--- src/rtl/timer_dev.sv ---
// -----------------------------------------------------------------------------
// timer_dev
//   Programmable countdown timer on the CPU data bus. Holds CTRL, PRESET and
//   COUNT registers and runs an IDLE/LOAD/CNT/INT state machine. When the
//   count expires it raises int_flag, which becomes irq when CTRL.IM is set.
//   One-shot mode clears CTRL.EN on expiry. Auto-reload mode emits a
//   one-cycle pulse and then reloads from PRESET.
//
// Ports
//   clk     in   1   system clock, rising edge
//   reset   in   1   synchronous active-low reset
//   addr    in   32  byte address (word offset = addr[3:2])
//   byteen  in   4   byte write enables, 4'b0000 = no write
//   wdata   in   32  write data, lane aligned
//   rdata   out  32  combinational read data, 0 when not hit
//   irq     out  1   interrupt request (int_flag & CTRL.IM)
//
// Register map (addr[3:2])
//   0 CTRL   [0]=EN [2:1]=MODE [3]=IM, upper bits read 0
//   1 PRESET reload value
//   2 COUNT  current count, read-only
//   3 --     reads 0
// -----------------------------------------------------------------------------
module timer_dev #(
    parameter logic [31:0] BASE_ADDR = 32'h0000_7F00
) (
    input  logic        clk,
    input  logic        reset,
    input  logic [31:0] addr,
    input  logic [3:0]  byteen,
    input  logic [31:0] wdata,
    output logic [31:0] rdata,
    output logic        irq
);

    typedef enum logic [1:0] {
        S_IDLE = 2'd0,
        S_LOAD = 2'd1,
        S_CNT  = 2'd2,
        S_INT  = 2'd3
    } state_t;

    typedef struct packed {
        logic       im;
        logic [1:0] mode;
        logic       en;
    } ctrl_t;

    localparam logic [1:0] OFF_CTRL   = 2'd0;
    localparam logic [1:0] OFF_PRESET = 2'd1;
    localparam logic [1:0] OFF_COUNT  = 2'd2;

    state_t      state, state_nxt;
    ctrl_t       ctrl;
    logic [31:0] preset;
    logic [31:0] count, count_nxt;
    logic        int_flag, flag_nxt;
    logic        fsm_clr_en;

    logic        hit;
    logic        wr;
    logic [1:0]  off;
    logic        wr_ctrl;
    logic        wr_preset;
    ctrl_t       ctrl_wr;
    logic [31:0] preset_wr;

    // addr[1:0] is irrelevant for word-wide registers
    logic        unused_addr_lsb;
    assign unused_addr_lsb = ^addr[1:0];

    assign hit       = (addr[31:4] == BASE_ADDR[31:4]);
    assign wr        = hit && (byteen != 4'b0000);
    assign off       = addr[3:2];
    assign wr_ctrl   = wr && (off == OFF_CTRL);
    assign wr_preset = wr && (off == OFF_PRESET);

    // CTRL only stores byte lane 0, bits [3:0]
    assign ctrl_wr = byteen[0] ? ctrl_t'(wdata[3:0]) : ctrl;

    always_comb begin
        for (int i = 0; i < 4; i++) begin
            preset_wr[8*i +: 8] = byteen[i] ? wdata[8*i +: 8] : preset[8*i +: 8];
        end
    end

    // ---------------------------------------------------------------- FSM
    // Operates on registered CTRL/PRESET, so a CPU write is seen one edge
    // later. Clearing EN in any state sends the FSM to IDLE with COUNT held.
    always_comb begin
        state_nxt  = state;
        count_nxt  = count;
        flag_nxt   = int_flag;
        fsm_clr_en = 1'b0;
        case (state)
            S_IDLE: begin
                if (ctrl.en) state_nxt = S_LOAD;
            end
            S_LOAD: begin
                if (!ctrl.en) begin
                    state_nxt = S_IDLE;
                end else begin
                    count_nxt = preset;
                    state_nxt = S_CNT;
                end
            end
            S_CNT: begin
                if (!ctrl.en) begin
                    state_nxt = S_IDLE;
                end else if (count > 32'd1) begin
                    count_nxt = count - 32'd1;
                end else begin
                    // PRESET of 0 or 1 both expire after one CNT cycle
                    count_nxt = 32'd0;
                    flag_nxt  = 1'b1;
                    state_nxt = S_INT;
                end
            end
            S_INT: begin
                if (!ctrl.en) begin
                    state_nxt = S_IDLE;
                end else if (ctrl.mode == 2'b01) begin
                    flag_nxt  = 1'b0;
                    state_nxt = S_LOAD;
                end else begin
                    // one-shot: int_flag stays set until software writes CTRL
                    fsm_clr_en = 1'b1;
                    state_nxt  = S_IDLE;
                end
            end
            default: state_nxt = S_IDLE;
        endcase
    end

    always_ff @(posedge clk) begin
        if (!reset) begin
            state    <= S_IDLE;
            ctrl     <= '0;
            preset   <= '0;
            count    <= '0;
            int_flag <= 1'b0;
        end else begin
            state <= state_nxt;
            count <= count_nxt;
            if (wr_preset) preset <= preset_wr;
            // a software CTRL write overrides the FSM's EN clear and acks irq
            if (wr_ctrl) begin
                ctrl     <= ctrl_wr;
                int_flag <= 1'b0;
            end else begin
                if (fsm_clr_en) ctrl.en <= 1'b0;
                int_flag <= flag_nxt;
            end
        end
    end

    // ---------------------------------------------------------------- read
    always_comb begin
        rdata = 32'h0;
        if (hit) begin
            case (off)
                OFF_CTRL:   rdata = {28'h0, ctrl};
                OFF_PRESET: rdata = preset;
                OFF_COUNT:  rdata = count;
                default:    rdata = 32'h0;
            endcase
        end
    end

    assign irq = int_flag & ctrl.im;

endmodule
--- config.mk ---
export PLATFORM = sky130hd
export DESIGN_NAME = timer_dev
export DESIGN_NICKNAME = d
export VERILOG_FILES = /design/src/rtl/timer_dev.sv
export SDC_FILE = /design/constraint.sdc
export NUM_CORES = 1
export LEC_CHECK = 0
export BUFFER_PORTS_ARGS = -buffer_cell sky130_fd_sc_hd__buf_2
export CAP_MARGIN = 20
export CORE_ASPECT_RATIO = 0.6
export CORE_MARGIN = 4
export CORE_UTILIZATION = 40
export CTS_CLUSTER_SIZE = 20
export DETAILED_ROUTE_END_ITERATION = 7
export GPL_TIMING_DRIVEN = 0
export PLACE_DENSITY_LB_ADDON = 0.3
export SETUP_SLACK_MARGIN = 0.1
export SLEW_MARGIN = 30
export SYNTH_ARGS = -nofsm -noshare
export SYNTH_HDL_FRONTEND = slang
export SYNTH_SLANG_ARGS = --single-unit
--- constraint.sdc ---
create_clock -name clk -period 3 [get_ports clk]
set_input_delay 0.6 -clock clk [delete_from_list [all_inputs] [get_ports clk]]
set_output_delay 0.6 -clock clk [all_outputs]
set_load 0.03 [all_outputs]
==> results.md, run 1 <==
* VDD IR max at 261 uV
* Final hold slack at 490 ps
* Synth Net Count at 600
* IO buf count at 98
* Startpoint Class: register
* DP Wirelength at 11.7 mm
* Mapped Area at 0.00418 mm^2
* FP Rows at 28
* Antenna Cells at 0
* Ys flop type: dfxtp_1
* Initial Utilization at 41.8%
* Critical Path End Type: register
* Worst Slack Setup Final at 139 ps
* Wire per inst at 20.4 um
* DRT iter0 DRCs at 652
* Setup Crit Path Kind: reg -> reg
* Yosys top cell area share at 34.0%
* DRT Pass-1 Iters at 5
* Max-slew headroom at 40.4%
* Hold Path Class: in -> reg
* Clock root cell: clkbuf_16
* Final Max Tran Viols at 0
* Clk_skew at 11.1 ps
* Final core occ at 52.4%
* Total Wirelength at 15.9 mm
* Die Height at 87.2 um
* Max_cap viols at 0
* Layout cell share with drive strength beyond 1 at 24.0%
* Post-DR vias/cell at 6.17
* Ys async rst share at 0%
* Hold Vio Cnt, Final at 0
* Vias in the first global route at 4,501
* Syn-to-layout area delta at 25.5%
* WHS Path Cells at 3
* Yosys warning count at 0
* Status: finished, final reports clean
* Reg2reg start: count[24]$_SDFFE_PN0P_
* Final non-filler cell total at 777
* Final period util at 95.4%
* Total grt overflow at 0
* Die W at 140 um
* Post-Syn Instances at 528
* Clk sink count at 71
* Sequential area share after synthesis at 34.0%
* DP Worst Slack at -581 ps
* RSZ-0062 raised after global routing: no
* WHS Endpoint: preset[22]$_SDFFE_PN0P_
* Final RePlAce weighted congestion at 0.939
* CP max stage cell: or4_4
* Std-Cell Core Area at 0.0100 mm^2
* Largest cells by area after synthesis: dfxtp_1 (34%), mux2i_1 (9.6%), nor2_1 (7.5%)
* Lkg Pwr at 2.04 nW
* Syn avg cell area at 7.92 um^2
* CTS clk-pin slew, worst paths at 60 ps
* GRT Util Overall at 26.0%
* Tmin final at 2860 ps
* WP data arrival at 3090 ps
* Total die area at 0.0122 mm^2
* Worst Max-Slew Pin Slew at 891 ps
* Flop-to-flop setup slack at 140 ps
* Synth cell types at 56
* Highest-count cells in the layout ignoring fill and taps: buf_2 (98), nor2_1 (84), dfxtp_1 (71), mux2i_1 (40)
* Hold Path Origin: wdata[22]
* Pin count of the biggest net entering global routing at 11
* Detailed-route DRC error count at 0
* Max Freq at 349 MHz
* Commonest non-fill, non-tap cell in the layout: buf_2
* Initial antenna violation count at 0
* Area leader, netlist: dfxtp_1
* First-pass GRT wire length at 24.8 mm
* Antenna-violating nets left at 0
* Final setup vio count at 0
* Critical Path RT at 3230 ps
* Num CTS Buffers at 9
* Io pins at 103
* CTS tree: built
* Number of enable flip-flop cells after synthesis at 0
* Latest clock arrival within the worst-skew pair at 340 ps
* Pwr dens at 397 mW/mm^2
* Reg2Reg Depth at 8
* FF-to-FF End: count[3]$_SDFFE_PN0P_
* Largest stage delay, worst path at 600 ps
* Crit path cell chain: or4_4 -> or4_4 -> buf_6 -> o31ai_1 -> clkbuf_4 -> clkbuf_4 -> o31ai_1 -> a32o_1
* Hold Buf Count CTS at 0
* Synthesized flop and latch total at 71
* Clock buffer depth at 2
* CP max FO at 10
* Cells after DPL at 762
* CTS H-tree lvls at 3
* Vias at 4,794
* Nets@finish at 711
-- stage by stage --
stage / TNS (ps) / cell area [um^2] / total power [mW]
6_report: 0 / 5250 / 2.09
3_5_place_dp: -16200 / 4890 / 1.07
5_1_grt: 0 / 5250 / 2.14
2_1_floorplan: 0 / 4180 / 1.00
4_1_cts: 0 / 5210 / 2.09
3_3_place_gp: -10270 / 4840 / 1.06
-- critical path: cells and delay by family (launching register included) --
kind,cells,cell delay (ps)
and+or+nand+nor,2,1040
buffers and inverters,3,700
DFF,1,380
AOI/OAI and AO/OA,3,620
-- power by group --
part | switching [mW] | total (mW) | internal [mW]
sequential | 0.000000000308 | 0.943 | 0.943
clock | 0.394 | 1.04 | 0.641
combinational | 0.0638 | 0.107 | 0.0430
-- cell usage after synthesis, types with 4 or more instances --
cell type and n:
inv_1 9, nand4_1 6, a22oi_1 32, o31ai_1 6, mux2i_1 40, dfxtp_1 71
or3_1 10, o21ai_0 14, nor2b_1 5, nand2_1 32, nor3_1 14, and3_1 9
a32oi_1 4, o21a_1 6, a31oi_1 16, nor2_1 84, clkbuf_1 37, nand3_1 15
o31a_1 5, nor4_2 4, nor4_1 18, a21oi_1 21, or2_2 5, or4_1 8
o22ai_1 5
-- layer usage --
metal / up-vias / part of all wire (%) / GRT usage (%) / wire (um)
met1: 2245 / 46 / 37.9 / 7350
met3: 22 / 11 / 6.80 / 1820
met4: 2 / 1.2 / 5.54 / 189
met2: 311 / 41 / 38.3 / 6490
li1: 2214 / - / - / -
met5: - / 0.20 / 2.43 / 32
-- repair_timing --
item	in CTS	in global routing
setup endpoints to repair	38	48
gates resized for setup	10	22
pin swaps	2	0
setup buffers	2	0
-- state kept, by name (all words and copies together) (netlist names) --
register	count
state	2
int_flag	1
count	32
ctrl	4
preset	32
-- area by class of cell --
cell class	count	area (um^2)
Tap cell	135	169
Timing Repair Buffer	101	513
Multi-Input combinational cell	405	2630
Clock buffer	14	284
Fill cell	1009	4770
Buffer	41	199
Inverter	10	37.5
Sequential cell	71	1420
-- how the worst max path moves through the flow --
stage / start / cells past startpoint / end / slack, ps
floorplan: addr[17] / 6 / rdata[10] / 80
detailed placement: addr[17] / 8 / rdata[10] / -580
CTS: addr[2] / 7 / rdata[19] / 110
finish: count[24]$_SDFFE_PN0P_ / 8 / count[3]$_SDFFE_PN0P_ / 140
global route: count[24]$_SDFFE_PN0P_ / 8 / count[3]$_SDFFE_PN0P_ / 80
global placement: addr[17] / 8 / rdata[10] / -310
-- cells by family after synthesis --
group,count (synthesis),synth area share (%)
and+or+nand+nor,228,28.2
AOI/OAI and AO/OA,135,22.6
DFF,71,34.0
buffers and inverters,52,5.08
muxes,40,9.57
adders and majority gates,2,0.598
Power figures use the tool's default switching activity.
==> inputs of run 2 (changes only) <==
--- a/config.mk
+++ b/config.mk
@@ -14,6 +14,7 @@
 export DETAILED_ROUTE_END_ITERATION = 7
 export GPL_TIMING_DRIVEN = 0
 export PLACE_DENSITY_LB_ADDON = 0.3
+export RECOVER_POWER = 25
 export SETUP_SLACK_MARGIN = 0.1
 export SLEW_MARGIN = 30
 export SYNTH_ARGS = -nofsm -noshare
==> run 2 against run 1 <==
Effect of this change:
- non-clock buffer count unchanged
- combinational power is essentially flat
- clock skew fell by 2.9 ps
- global-route usage did not move
- sequential power barely moved
- first-iteration DRC count down 4.9%
- sequential share of layout area grew 0.21 points
- largest cell class unchanged
==> results.md, run 2 (synthesis results as in run 1) <==
* Status: finished, final reports clean
* CP max FO at 10
* Std-Cell Core Area at 0.0100 mm^2
* Clk sink count at 71
* Pwr dens at 400 mW/mm^2
* Pin count of the biggest net entering global routing at 11
* IO buf count at 98
* Die W at 140 um
* Biggest regs: count (32), preset (32), ctrl (4)
* Initial antenna violation count at 0
* Fin Setup TNS at 0 ps
* Die Height at 87.2 um
* Syn-to-layout area delta at 24.6%
* RSZ-0062 raised after global routing: no
* Nets@finish at 711
* Hold Vio Cnt, Final at 0
* Antenna-violating nets left at 0
* Post-DR vias/cell at 6.20
* Detailed-route DRC error count at 0
* CTS clk-pin slew, worst paths at 50 ps
* Cells after DPL at 762
* Lkg Pwr at 2.01 nW
* Initial Utilization at 41.8%
* Clock root cell: clkbuf_16
* Critical Path RT at 3220 ps
* Max_cap viols at 0
* CTS H-tree lvls at 3
* Antenna Cells at 0
* Total grt overflow at 0
* Startpoint Class: register
* Setup Crit Path Kind: reg -> reg
* Post-Layout Inst Area at 0.00521 mm^2
* Final setup vio count at 0
* Placed Area at 0.00489 mm^2
* Clk_skew at 8.24 ps
* Wire per inst at 20.6 um
* GRT Util Overall at 26.0%
* Final non-filler cell total at 777
* Tmin final at 2870 ps
* Layout cell share with drive strength beyond 1 at 23.4%
* Highest-count cells in the layout ignoring fill and taps: buf_2 (97), nor2_1 (84), dfxtp_1 (71), mux2i_1 (40)
* Io pins at 103
* DRT iter0 DRCs at 620
* WP data arrival at 3100 ps
* DP Wirelength at 11.7 mm
* VDD IR max at 261 uV
* Clock buffer depth at 2
* Final RePlAce weighted congestion at 0.939
* Vias in the first global route at 4,501
* Final period util at 95.8%
* Hold Buf Count CTS at 0
* DRT Pass-1 Iters at 5
* Commonest non-fill, non-tap cell in the layout: buf_2
* Total die area at 0.0122 mm^2
* Latest clock arrival within the worst-skew pair at 340 ps
* FP Rows at 28
* Worst Max-Slew Pin Slew at 1200 ps
* CTS tree: built
* Total Wirelength at 16.0 mm
* Max-slew headroom at 19.1%
* Num CTS Buffers at 9
* Max Freq at 348 MHz
* First-pass GRT wire length at 24.8 mm
* Critical Path End Type: register
* Vias at 4,821
* Hold Path Class: reg -> reg
* Final Max Tran Viols at 0
run 2: changes by cell type in the layout (fill, tap and decap cells not counted):
cell,delta
nor4_4,-3
clkbuf_1,+3
buf_2,-1
nor4_1,+1
nor4_2,+2
buf_4,-2
run 2: worst paths after layout:
| check | endpoint | slack [ps] | start | depth (start not counted) |
|---|---|---|---|---|
| setup / recovery | count[3]$_SDFFE_PN0P_ | 130 | count[24]$_SDFFE_PN0P_ | 8 |
| hold / removal | count[19]$_SDFFE_PN0P_ | 490 | preset[19]$_SDFFE_PN0P_ | 2 |
| setup reg to reg | count[3]$_SDFFE_PN0P_ | 130 | count[24]$_SDFFE_PN0P_ | 8 |
| hold reg to reg | count[19]$_SDFFE_PN0P_ | 490 | preset[19]$_SDFFE_PN0P_ | 2 |
run 2: final cells by class:
class,count,area [um^2]
Sequential cell,71,1420
Clock buffer,14,284
Fill cell,1016,4810
Timing Repair Buffer,101,504
Multi-Input combinational cell,405,2600
Inverter,10,37.5
Tap cell,135,169
Buffer,41,199
run 2: power by group:
| part | switching (mW) | internal [mW] | leakage (nW) |
|---|---|---|---|
| Combinational | 0.0620 | 0.0431 | 1.29 |
| Clock | 0.392 | 0.641 | 0.141 |
| Sequential | 0.000000000311 | 0.943 | 0.571 |
run 2: repair_timing:
action	CTS	global route
resized for setup	10	22
pin swaps	2	0
buffers inserted	2	0
setup endpoints to repair	38	48
run 2: critical path, cell delays in order (launching register included):
cell and delay, ps:
dfxtp_1 390, or4_4 610, or4_4 440, buf_6 140, o31ai_1 310, clkbuf_4 290
clkbuf_4 270, o31ai_1 100, a32o_1 210
run 2: stage by stage:
| step | setup slack (ps) | hold WS, ps | power (mW) | util, % |
|---|---|---|---|---|
| floorplan | 75.9 | 449 | 1.00 | - |
| global placement | -309 | 478 | 1.06 | 48.3 |
| detailed placement | -581 | 480 | 1.07 | 48.8 |
| CTS | 108 | 490 | 2.09 | 52.0 |
| global route | 83.2 | 511 | 2.14 | 52.0 |
| finish | 127 | 490 | 2.08 | 52.0 |
run 2: per-layer routing:
layer | up-vias | global-route usage, % | routed length, um
met5 | - | 2.43 | 36
met4 | 2 | 5.54 | 235
met3 | 26 | 6.80 | 1810
met2 | 316 | 38.3 | 6460
met1 | 2258 | 37.9 | 7440
li1 | 2219 | - | -
==> inputs of run 3 (changes only) <==
--- a/config.mk
+++ b/config.mk
@@ -8,7 +8,6 @@
 export BUFFER_PORTS_ARGS = -buffer_cell sky130_fd_sc_hd__buf_2
 export CAP_MARGIN = 20
 export CORE_ASPECT_RATIO = 0.6
-export CORE_MARGIN = 4
 export CORE_UTILIZATION = 40
 export CTS_CLUSTER_SIZE = 20
 export DETAILED_ROUTE_END_ITERATION = 7
==> run 3 against run 2 <==
Effect of this change:
- final cell count increased by 0.26%
- critical path depth decreased by 1
- via count about the same
- clock skew decreased by 3.3 ps
- first-iteration DRC count decreased by 19%
- highest routed layer is now met4
- global-route usage increased by 3.5 points
- critical path type unchanged
==> results.md, run 3 (synthesis results as in run 1) <==
* Max-slew headroom at 10.2%
* Worst Max-Slew Pin Slew at 1340 ps
* CTS tree: built
* IO buf count at 98
* Detailed-route DRC error count at 0
* CP max FO at 9
* Die W at 134 um
* Wire per inst at 20.3 um
* Pwr dens at 440 mW/mm^2
* Final Max Tran Viols at 0
* Most used cell, CP: or4_4
* Max Freq at 357 MHz
* Hold Vio Cnt, Final at 0
* Critical Path RT at 3190 ps
* Initial antenna violation count at 0
* Lkg Pwr at 2.02 nW
* Syn-to-layout area delta at 25.7%
* Worst Slack Setup Final at 202 ps
* Highest-count cells in the layout ignoring fill and taps: buf_2 (97), nor2_1 (84), dfxtp_1 (71), mux2i_1 (40)
* Post-DR vias/cell at 6.18
* Vias at 4,817
* Vias in the first global route at 4,441
* Initial Utilization at 41.8%
* Biggest regs: count (32), preset (32), ctrl (4)
* Antenna Cells at 0
* Post-Route M1 WL at 7.46 mm
* Total Wirelength at 15.8 mm
* Nets@finish at 711
* WP data arrival at 2990 ps
* Layout cell share with drive strength beyond 1 at 22.8%
* First-pass GRT wire length at 24.2 mm
* Clock root cell: clkbuf_16
* CTS clk-pin slew, worst paths at 60 ps
* Setup Crit Path Kind: reg -> reg
* Total die area at 0.0109 mm^2
* Top routing layer in use: met4
* Clk_skew at 4.94 ps
* Antenna-violating nets left at 0
* Pin count of the biggest net entering global routing at 13
* Post-Layout Inst Area at 0.00526 mm^2
* CP delay by family, top: simple AND/OR/NAND/NOR gates
* Placed Area at 0.00489 mm^2
* Critical Path End Type: register
* Met3 WL at 1.54 mm
* Final setup vio count at 0
* GRT Util Overall at 29.5%
* DRT iter0 DRCs at 501
* Tmin final at 2800 ps
* Io pins at 103
* CTS H-tree lvls at 3
* Std-Cell Core Area at 0.0100 mm^2
* Status: finished, final reports clean
* CP Buf/Inv Count at 2
* DRT Pass-1 Iters at 6
* CP max stage cell: or4_4
* Latest clock arrival within the worst-skew pair at 340 ps
* VDD IR max at 283 uV
* Num CTS Buffers at 9
* Total of fill cells in the finished design at 1,006
* Commonest non-fill, non-tap cell in the layout: buf_2
* Fin Setup TNS at 0 ps
* Crit path cell chain: or4_4 -> or4_4 -> buf_6 -> o31a_1 -> clkbuf_1 -> nand2_1 -> o22ai_1
* Clock buffer depth at 2
* Max_cap viols at 0
* Die Height at 81.2 um
* DP Worst Slack at -583 ps
* DR WL met2 at 6.59 mm
* RSZ-0062 raised after global routing: no
* Largest stage delay, worst path at 610 ps
* Clk sink count at 71
* Hold Path Class: reg -> reg
* Total grt overflow at 0
* DP Wirelength at 11.5 mm
* FP Rows at 28
* Final RePlAce weighted congestion at 0.929
* Startpoint Class: register
* Final period util at 93.3%
## run 3: power by group
| part | switching (mW) | internal (mW) |
|---|---|---|
| registers | 0.000000000319 | 0.943 |
| logic | 0.0633 | 0.0428 |
| clock network | 0.429 | 0.835 |
## run 3: what timing repair did
item	in CTS	in global routing
hold buffers	0	0
setup buffers	2	0
resized for setup	10	18
endpoints found under the setup margin	33	54
hold endpoints to repair	0	0
pin swaps	2	0
## run 3: layer usage
layer | track usage (%) | vias up
met5 | 0 | -
met4 | 7.53 | 0
met3 | 6.74 | 23
met2 | 45.9 | 292
met1 | 41.2 | 2295
li1 | - | 2207
## run 3: final cells by class
class | instances | area [um^2] | area share (%)
plain buffers | 41 | 196 | 3.74
clock buffers | 11 | 243 | 4.62
clock inverters | 5 | 105 | 2.00
inverters | 10 | 37.5 | 0.714
multi-input cells | 405 | 2580 | 49.1
flip-flops and latches | 71 | 1420 | 27.0
well taps | 135 | 169 | 3.21
repair buffers | 101 | 504 | 9.59
## run 3: metrics by stage
step	total power, mW	std cells	hold slack (ps)	utilization (%)
floorplan	1.00	528	449	-
global placement	1.06	761	476	48.3
detailed placement	1.07	762	483	48.8
CTS	2.32	779	490	52.6
global route	2.37	779	505	52.5
finish	2.31	779	492	52.5
## run 3: worst reg2reg max path: stages (launching register included)
cell and delay (ps):
dfxtp_1 400, or4_4 610, or4_4 430, buf_6 140, o31a_1 280, clkbuf_1 300
nand2_1 340, o22ai_1 140
## run 3: final timing paths
kind                       endpoint  cells past startpoint  slack (ps)               startpoint
max          count[31]$_SDFFE_PN0P_                      7         200   count[24]$_SDFFE_PN0P_
max reg2reg  count[31]$_SDFFE_PN0P_                      7         200   count[24]$_SDFFE_PN0P_
min reg2reg  count[19]$_SDFFE_PN0P_                      2         490  preset[19]$_SDFFE_PN0P_
min          count[19]$_SDFFE_PN0P_                      2         490  preset[19]$_SDFFE_PN0P_
